$ cat src/rtl/ctrl_pkg.sv
// rtl/ctrl_pkg.sv - RV32I multicycle control: opcodes, funct fields, FSM states, ALU codes
package ctrl_pkg;

    typedef enum logic [2:0] {
        S_IF  = 3'b000,
        S_ID  = 3'b001,
        S_EX  = 3'b010,
        S_MEM = 3'b011,
        S_WB  = 3'b100
    } state_t;

    localparam logic [6:0] OP_RTYPE  = 7'b0110011;
    localparam logic [6:0] OP_IALU   = 7'b0010011;
    localparam logic [6:0] OP_LOAD   = 7'b0000011;
    localparam logic [6:0] OP_STORE  = 7'b0100011;
    localparam logic [6:0] OP_BRANCH = 7'b1100011;

    localparam logic [2:0] F3_ADD_SUB = 3'b000;
    localparam logic [2:0] F3_SLL     = 3'b001;
    localparam logic [2:0] F3_SLT     = 3'b010;
    localparam logic [2:0] F3_XOR     = 3'b100;
    localparam logic [2:0] F3_SRL_SRA = 3'b101;
    localparam logic [2:0] F3_OR      = 3'b110;
    localparam logic [2:0] F3_AND     = 3'b111;
    localparam logic [2:0] F3_LW      = 3'b010;
    localparam logic [2:0] F3_SW      = 3'b010;
    localparam logic [2:0] F3_BEQ     = 3'b000;

    localparam logic [6:0] F7_BASE = 7'b0000000;
    localparam logic [6:0] F7_ALT  = 7'b0100000;

    localparam logic [3:0] ALU_AND = 4'b0000;
    localparam logic [3:0] ALU_OR  = 4'b0001;
    localparam logic [3:0] ALU_ADD = 4'b0010;
    localparam logic [3:0] ALU_SUB = 4'b0110;
    localparam logic [3:0] ALU_SLT = 4'b0111;
    localparam logic [3:0] ALU_SRL = 4'b1000;
    localparam logic [3:0] ALU_SLL = 4'b1001;
    localparam logic [3:0] ALU_SRA = 4'b1010;
    localparam logic [3:0] ALU_XOR = 4'b1101;

endpackage

$ cat src/rtl/alu_decoder.sv
// rtl/alu_decoder.sv - combinational opcode/funct3/funct7 to ALU operation and illegal flag
module alu_decoder
    import ctrl_pkg::*;
(
    input  logic [6:0] opcode_i,
    input  logic [2:0] funct3_i,
    input  logic [6:0] funct7_i,
    output logic [3:0] alu_ctrl_o,
    output logic       illegal_o
);

    logic [3:0] op;
    logic       bad;
    logic       f7_base;
    logic       f7_alt;

    assign f7_base = (funct7_i == F7_BASE);
    assign f7_alt  = (funct7_i == F7_ALT);

    always_comb begin
        op  = ALU_ADD;
        bad = 1'b0;
        case (opcode_i)
            OP_RTYPE: begin
                case (funct3_i)
                    F3_ADD_SUB: begin
                        op  = f7_alt ? ALU_SUB : ALU_ADD;
                        bad = !(f7_base || f7_alt);
                    end
                    F3_SLL: begin op = ALU_SLL; bad = !f7_base; end
                    F3_SLT: begin op = ALU_SLT; bad = !f7_base; end
                    F3_XOR: begin op = ALU_XOR; bad = !f7_base; end
                    F3_SRL_SRA: begin
                        op  = f7_alt ? ALU_SRA : ALU_SRL;
                        bad = !(f7_base || f7_alt);
                    end
                    F3_OR:  begin op = ALU_OR;  bad = !f7_base; end
                    F3_AND: begin op = ALU_AND; bad = !f7_base; end
                    default: bad = 1'b1;
                endcase
            end
            OP_IALU: begin
                // funct7 is immediate data except for shifts, where it selects SRA
                case (funct3_i)
                    F3_ADD_SUB: op = ALU_ADD;
                    F3_SLT:     op = ALU_SLT;
                    F3_XOR:     op = ALU_XOR;
                    F3_OR:      op = ALU_OR;
                    F3_AND:     op = ALU_AND;
                    F3_SLL: begin op = ALU_SLL; bad = !f7_base; end
                    F3_SRL_SRA: begin
                        op  = f7_alt ? ALU_SRA : ALU_SRL;
                        bad = !(f7_base || f7_alt);
                    end
                    default: bad = 1'b1;
                endcase
            end
            OP_LOAD: begin
                op  = ALU_ADD;
                bad = (funct3_i != F3_LW);
            end
            OP_STORE: begin
                op  = ALU_ADD;
                bad = (funct3_i != F3_SW);
            end
            OP_BRANCH: begin
                op  = ALU_SUB;
                bad = (funct3_i != F3_BEQ);
            end
            default: bad = 1'b1;
        endcase
    end

    assign alu_ctrl_o = bad ? ALU_AND : op;
    assign illegal_o  = bad;

endmodule

$ cat src/rtl/multicycle_ctrl.sv
// rtl/multicycle_ctrl.sv - RV32I multicycle FSM and control word; CTRL_MEM_WAIT_EN stretches MEM on dReady
module multicycle_ctrl
    import ctrl_pkg::*;
#(
    parameter logic [2:0] INITIAL_STATE = 3'b000
) (
    input  logic        clk,
    input  logic        rst,
    input  logic [31:0] instr,
    input  logic        Zero,
    input  logic        dReady,
    output logic        PCSrc,
    output logic        loadPC,
    output logic        ALUSrc,
    output logic [3:0]  ALUCtrl,
    output logic        RegWrite,
    output logic        MemToReg,
    output logic        MemRead,
    output logic        MemWrite,
    output logic        illegal,
    output logic [2:0]  state
);

    state_t     state_q;
    state_t     state_d;
    logic [6:0] opcode;
    logic [3:0] dec_alu;
    logic       dec_illegal;
    logic       is_r;
    logic       is_i;
    logic       is_lw;
    logic       is_sw;
    logic       is_beq;
    logic       uses_imm;
    logic       reg_wr;
    logic       mem_done;
    logic       unused_instr_bits;

    assign opcode = instr[6:0];

    alu_decoder u_alu_decoder (
        .opcode_i   (opcode),
        .funct3_i   (instr[14:12]),
        .funct7_i   (instr[31:25]),
        .alu_ctrl_o (dec_alu),
        .illegal_o  (dec_illegal)
    );

    // Register operand/destination fields belong to the datapath only
    assign unused_instr_bits = ^{instr[24:15], instr[11:7]};

    // Class flags are qualified with legality so illegal words never strobe
    assign is_r     = (opcode == OP_RTYPE)  && !dec_illegal;
    assign is_i     = (opcode == OP_IALU)   && !dec_illegal;
    assign is_lw    = (opcode == OP_LOAD)   && !dec_illegal;
    assign is_sw    = (opcode == OP_STORE)  && !dec_illegal;
    assign is_beq   = (opcode == OP_BRANCH) && !dec_illegal;
    assign uses_imm = is_i || is_lw || is_sw;
    assign reg_wr   = is_r || is_i || is_lw;

`ifdef CTRL_MEM_WAIT_EN
    assign mem_done = !(is_lw || is_sw) || dReady;
`else
    logic unused_dready;
    assign unused_dready = dReady;
    assign mem_done      = 1'b1;
`endif

    always_ff @(posedge clk) begin
        if (rst) begin
            state_q <= state_t'(INITIAL_STATE);
        end else begin
            state_q <= state_d;
        end
    end

    always_comb begin
        state_d  = S_IF;
        PCSrc    = 1'b0;
        loadPC   = 1'b0;
        ALUSrc   = 1'b0;
        ALUCtrl  = ALU_AND;
        RegWrite = 1'b0;
        MemToReg = 1'b0;
        MemRead  = 1'b0;
        MemWrite = 1'b0;
        illegal  = 1'b0;

        case (state_q)
            S_IF:    state_d = S_ID;
            S_ID:    state_d = S_EX;
            S_EX:    state_d = S_MEM;
            S_MEM:   state_d = mem_done ? S_WB : S_MEM;
            S_WB:    state_d = S_IF;
            default: state_d = S_IF;
        endcase

        // Reset gates every strobe in the same cycle, so no partial write escapes
        if (!rst) begin
            if (state_q inside {S_ID, S_EX, S_MEM, S_WB}) begin
                ALUSrc  = uses_imm;
                ALUCtrl = dec_alu;
            end
            if (state_q == S_MEM) begin
                MemRead  = is_lw;
                MemWrite = is_sw;
            end
            if (state_q == S_WB) begin
                loadPC   = 1'b1;
                PCSrc    = is_beq && Zero;
                RegWrite = reg_wr;
                MemToReg = is_lw;
                illegal  = dec_illegal;
            end
        end
    end

    assign state = state_q;

endmodule
$ cat config.mk
export PLATFORM = sky130hd
export DESIGN_NAME = multicycle_ctrl
export DESIGN_NICKNAME = d
export VERILOG_FILES = /design/src/rtl/ctrl_pkg.sv /design/src/rtl/alu_decoder.sv /design/src/rtl/multicycle_ctrl.sv
export SDC_FILE = /design/constraint.sdc
export NUM_CORES = 1
export LEC_CHECK = 0
export BUFFER_PORTS_ARGS = -buffer_cell sky130_fd_sc_hd__buf_2
export CAP_MARGIN = 40
export CORE_ASPECT_RATIO = 1.2
export CORE_MARGIN = 1
export CORE_UTILIZATION = 30
export CTS_CLUSTER_DIAMETER = 30
export DETAILED_ROUTE_END_ITERATION = 16
export GPL_TIMING_DRIVEN = 0
export PLACE_DENSITY_LB_ADDON = 0.1
export SLEW_MARGIN = 30
export SYNTH_ARGS = -nofsm -noshare
export SYNTH_HDL_FRONTEND = slang
export SYNTH_HIERARCHICAL = 1
export SYNTH_SLANG_ARGS = --single-unit
$ cat constraint.sdc
create_clock -name clk -period 2.4 [get_ports clk]
set_input_delay 0.24 -clock clk [delete_from_list [all_inputs] [get_ports clk]]
set_output_delay 0.24 -clock clk [all_outputs]
set_load 0.02 [all_outputs]
### After elaboration in Yosys (flattened, before gate mapping)

Index checks and enable logic that the tools add are counted.

| storage, ports and cells | value |
|---|---|
| memories | 0 |
| latch bits | 0 |
| bits in registers | 3 |
| ROM bits | 0 |
| bits in writable memories | 0 |
| bits of input ports | 36 |
| word-level logic and storage cells | 69 |
| output and inout port bits | 15 |

| operators by class | value |
|---|---|
| order comparisons | 0 |
| add/subtract/negate cells | 0 |
| shift-type cells | 0 |
| equality and inequality tests | 17 |
| reductions and logical operators | 23 |
| multipliers | 0 |
| multiplexer cells | 28 |
| bitwise gates (word level) | 0 |
| divide/modulo/power cells | 0 |

Operators by type and width:

| kind | number |
|---|---|
| one-hot mux 4 bit (7 select lines) | 1 |
| one-hot mux 4 bit (6 select lines) | 1 |
| equality test 7 x 6 -> 1 bit, second input constant | 3 |
| two-way mux 1 bit | 16 |
| equality test 3 bit, second input constant | 5 |
| two-way mux 4 bit | 3 |
| one-hot mux 3 bit (4 select lines) | 1 |
| one-hot mux 4 bit (3 select lines) | 1 |
| OR reduction 5 bit | 2 |
| equality test 3 x 2 -> 1 bit, second input constant | 3 |
| equality test 7 x 2 -> 1 bit, second input constant | 1 |
| equality test 7 x 5 -> 1 bit, second input constant | 1 |
| equality test 7 bit, second input constant | 1 |
| logical NOT 7 bit | 1 |
| equality test 3 x 1 -> 1 bit, second input constant | 2 |
| logical AND 1 bit | 6 |
| logical NOT 3 bit | 2 |
| logical OR 1 bit | 5 |
| one-hot mux 1 bit (4 select lines) | 1 |
| nonzero test 4 bit | 1 |
| OR reduction 2 bit | 2 |
| logical NOT 1 bit | 3 |
| two-way mux 3 bit | 1 |
| inequality test 3 x 2 -> 1 bit, second input constant | 1 |
| 4 further kinds | 4 |

### Logic depth before layout (Yosys ltp)

| logic depth | value |
|---|---|
| word-level depth | 11 |
| depth in mapped cells | 8 |

### Hierarchy

The synthesis kept the hierarchy.

By module, submodules not included:

| module | instances | area each (µm²) | cells each | sequential area each (µm²) |
|---|---|---|---|---|
| alu_decoder | 1 | 284.0 | 41 | 0.0 |
| multicycle_ctrl | 1 | 242.7 | 34 | 60.1 |

### Worst setup path after synthesis

OpenSTA, ideal clock, no wires.

| timing | value |
|---|---|
| path type | input to output |
| from | input port instr[28] |
| to | output port ALUSrc |
| cell stages on the path | 7 |
| arrival time | 2.576 ns |
| data required time | 2.160 ns |
| setup slack | -0.416 ns |
| cells stage by stage | or4_4 nor3_1 a21oi_1 a21o_1 inv_1 nand3_1 a2111oi_0 |

| between the ends | value |
|---|---|
| longest elaborated chain between the ends | 11 |

RTL lines:

| element | line | RTL |
|---|---|---|
| start, declared | multicycle_ctrl.sv:9 | `input logic [31:0] instr,` |
| equality test 7 x 6 -> 1 bit or logical NOT 7 bit (tied branches) | alu_decoder.sv:18, alu_decoder.sv:17 |  |
| logical OR 1 bit | alu_decoder.sv:28, alu_decoder.sv:35, alu_decoder.sv:53 |  |
| logical NOT 1 bit | alu_decoder.sv:28, alu_decoder.sv:35, alu_decoder.sv:53 |  |
| one-hot mux 1 bit (3 select lines) or one-hot mux 1 bit (2 select lines) (tied branches) | alu_decoder.sv:44, alu_decoder.sv:25 |  |
| one-hot mux 1 bit (4 select lines) * | alu_decoder.sv:23 | `case (opcode_i)` |
| via dec_illegal | multicycle_ctrl.sv:28 | `logic dec_illegal;` |
| logical NOT 1 bit * | multicycle_ctrl.sv:54, multicycle_ctrl.sv:55, multicycle_ctrl.sv:56 |  |
| logical AND 1 bit, on equally long branches | multicycle_ctrl.sv:54, multicycle_ctrl.sv:55 |  |
| logical OR 1 bit | multicycle_ctrl.sv:58 | `assign uses_imm = is_i \|\| is_lw \|\| is_sw;` |
| logical OR 1 bit * | multicycle_ctrl.sv:58 |  |
| two-way mux 1 bit * | multicycle_ctrl.sv:100 | `if (state_q inside {S_ID, S_EX, S_MEM, S_WB}) begin` |
| two-way mux 1 bit * | multicycle_ctrl.sv:99 | `if (!rst) begin` |
| end, declared | multicycle_ctrl.sv:14 | `output logic ALUSrc,` |

Mark *: on every way through the listed nets, which the timed path passes. The rest lies on a longest branch.

### Worst setup path in the final report

| timing | value |
|---|---|
| from | input port instr[28] |
| to | output port RegWrite |

| between the ends | value |
|---|---|
| longest elaborated chain between the ends | 11 |

RTL lines:

| element | line | RTL |
|---|---|---|
| equality test 7 x 6 -> 1 bit or logical NOT 7 bit (tied branches) | alu_decoder.sv:18, alu_decoder.sv:17 |  |
| logical OR 1 bit | alu_decoder.sv:28, alu_decoder.sv:35, alu_decoder.sv:53 |  |
| logical NOT 1 bit | alu_decoder.sv:28, alu_decoder.sv:35, alu_decoder.sv:53 |  |
| one-hot mux 1 bit (3 select lines) or one-hot mux 1 bit (2 select lines) (tied branches) | alu_decoder.sv:44, alu_decoder.sv:25 |  |
| one-hot mux 1 bit (4 select lines) * | alu_decoder.sv:23 |  |
| via dec_illegal | multicycle_ctrl.sv:28 |  |
| logical NOT 1 bit * | multicycle_ctrl.sv:53, multicycle_ctrl.sv:54, multicycle_ctrl.sv:55 |  |
| logical AND 1 bit, on equally long branches | multicycle_ctrl.sv:53, multicycle_ctrl.sv:54 |  |
| logical OR 1 bit | multicycle_ctrl.sv:59 | `assign reg_wr = is_r \|\| is_i \|\| is_lw;` |
| logical OR 1 bit * | multicycle_ctrl.sv:59 |  |
| two-way mux 1 bit * | multicycle_ctrl.sv:108 | `if (state_q == S_WB) begin` |
| two-way mux 1 bit * | multicycle_ctrl.sv:99 |  |
| end, declared | multicycle_ctrl.sv:16 | `output logic RegWrite,` |

Marks and branches as above.

==> metrics.yaml <==
place.gp.congestion: 0.705
holdWs_ns: 0.343
post-route-drc-count: 0
grt_start_max_net_pins: 12
layout-drive-gt1-share_pct: 42.9
synth_largest_area_cell: "dfxtp_1"
synth_top_area_share_pct: 11.4
critPathLaunchType: "primary input"
hold_viol_final: 0
ys_top_cells_by_area: "dfxtp_1, nor2_1, xor2_1, nor4b_1, and2_1"
die_area_sq_um: 1930
cts_buffer_depth: 2
cpMostUsedCell: "buf_2"
finalSetupTns_ns: 0
status: "complete, no violations"
grt_usage_pct: 16.2
core_area_sq_um: 1640
cap_violations: 0
layout_commonest_cell: "buf_2"
vias: 696
mostFrequentLayoutCells: "buf_2, nor2_1, inv_1, and2_1, xor2_1"
tritoncts: "done"
detail-route-antenna-nets: 0
setup.worst_path.end_class: "primary output"
power.density_nw_per_um2: 302
nets: 149
fin_crit_sh_pct: 94.4
fin_skew_ns: 0.00366
cts.sinks: 3
slowest_stage: "or4_4"
antenna_found_initial: 0
start_util_pct: 32.1
finalInstanceArea_sq_um: 782
cts_max_level: 1
min_period_ns: 2.27
clkTransAtPathRegs_ns: 0.04
num_rows: 16
power.total_mw: 0.236
hold_depth: 3
max_stage_delay_ns: 0.54
first_iter_violations: 14
p_leak_nw: 0.363
largest_register_ffs: 3
hp-start: "rst"
fmax_mhz: 441
wl_um: 1500
dr.pass1.iters: 4
diodes: 0
ys_types: 37
worstSkewPairLatency_ns: 0.23
yosys_warnings: 6
cts_buffers: 3
setup_viol: 0
timing.rr.end: "state[1]"
yosysSeqAreaShare_pct: 11.4
io_buffer_count: 33
hold_path.class: "primary input to flip-flop"
peakVddDrop_mv: 0.262
slew_headroom_pct: 73.7
syn-num-nets: 111
drt-wirelength-per-cell_um: 11.5
reg2reg_depth: 2
synthCells: 75
die_h_um: 47.9
reg2reg_from: "state[2]"
pin_count: 51
report.final.slew_viol_count: 0
synth_seq_cells: 3
grt-ovfl-total: 0
cts_setup_buffers: 0
viasPerCell: 5.35
dpl_cell_area_sq_um: 733
fill_cells: 194
avgSynthCellArea_sq_um: 7.02
final_util_pct: 47.6
arrival_ns: 2.03
r2r_slack_ns: 1.58
max_slew.worst_pin.slew_ns: 0.395
cp.required_ns: 2.16
cp_cell_sequence: "buf_2 -> or4_4 -> nor3_4 -> a21oi_2 -> a21o_1 -> inv_1 -> nand4_1 -> nor4b_2 -> buf_2"
grt_pass1_wl_um: 2210
syn-cell-area_sq_um: 527
hold_path_end: "state[0]"
die_w_um: 40.3
place_hpwl_um: 1200
crit_type: "primary input to primary output"
area_growth_syn_to_layout_pct: 48.5
grt_pass1_vias: 541
ctsRootBufferMaster: "clkbuf_4"
crit_path_max_fanout: 5
critical path, delay by kind of cell:
| family | cells | cell delay [ns] |
|---|---|---|
| AO/OA/AOI/OAI | 2 | 0.30 |
| buffers and inverters | 3 | 0.37 |
| AND/OR/NAND/NOR | 4 | 1.10 |
timing repair:
item | 4_1_cts | 5_1_grt
pin swaps | 0 | 2
endpoints found under the setup margin | 4 | 4
hold buffers | 0 | 0
gates cloned | 0 | 0
endpoints found under the hold margin | 0 | 0
gates resized for setup | 2 | 7
synthesized netlist by cell type:
master,number
a2111oi_0,1
a211o_1,1
a211oi_2,1
a21o_1,1
a21oi_1,2
a221o_1,1
a221oi_1,1
a22oi_1,1
and2_1,4
clkbuf_1,3
dfxtp_1,3
inv_1,5
nand2_1,1
nand2b_1,1
nand3_1,2
nand3b_1,2
nand4_1,3
nand4bb_1,1
nor2_1,12
nor2b_1,2
nor3_1,3
nor3b_1,1
nor4_1,3
nor4b_1,3
nor4bb_1,1
o211ai_1,1
o21ai_0,2
o31ai_1,1
o32a_1,1
o41a_1,1
or2_2,1
or3b_2,1
or4_1,1
or4_4,1
or4b_4,1
xnor2_1,1
xor2_1,4
cell type report:
class	count	area [sq um]	share of cell area (%)
tap	18	22.5	2.88
sequential	3	60.1	7.68
buffer	3	13.8	1.76
timing repair buffer	33	170	21.8
clock buffer	4	26.3	3.36
multi-input combinational	64	470	60.2
inverter	5	18.8	2.40
how the worst max path moves through the flow:
stage               endpoint  cells past startpoint  slack, ns       from
floorplan            MemRead                      7      -0.02  instr[28]
global placement      ALUSrc                      9      -0.07  instr[28]
detailed placement    ALUSrc                      9      -0.05  instr[28]
CTS                   ALUSrc                      9       0.07  instr[28]
global route         MemRead                      9     -0.006  instr[28]
finish              RegWrite                      9       0.13  instr[28]
cells by family (layout without fill, tap and decap cells):
| family | Yosys count | in the layout | synth area share (%) |
|---|---|---|---|
| AND/OR/NAND/NOR | 44 | 44 | 51.8 |
| AO/OA/AOI/OAI | 15 | 15 | 22.8 |
| buffers and inverters | 8 | 45 | 5.70 |
| XOR/XNOR | 5 | 5 | 8.31 |
| flip-flops | 3 | 3 | 11.4 |
stage by stage:
| stage | setup WS [ns] | instances |
|---|---|---|
| 4_1_cts | 0.0687 | 130 |
| 5_1_grt | -0.00574 | 130 |
| 6_report | 0.134 | 130 |
| 2_1_floorplan | -0.0234 | 75 |
| 3_3_place_gp | -0.0677 | 126 |
| 3_5_place_dp | -0.0474 | 126 |
layer usage:
layer | vias to the layer above | wire [um] | track usage [%]
met5 | - | 0 | 0
met4 | 0 | 0 | 6.00
met3 | 0 | 63 | 1.40
met2 | 19 | 754 | 28.1
met1 | 315 | 678 | 20.4
li1 | 362 | - | -
power by group:
group	switching, mW	total [mW]	internal, mW
Sequential	0.00619	0.0606	0.0544
Clock	0.0271	0.0895	0.0624
Combinational	0.0496	0.0858	0.0363
Power figures use the tool's default switching activity.
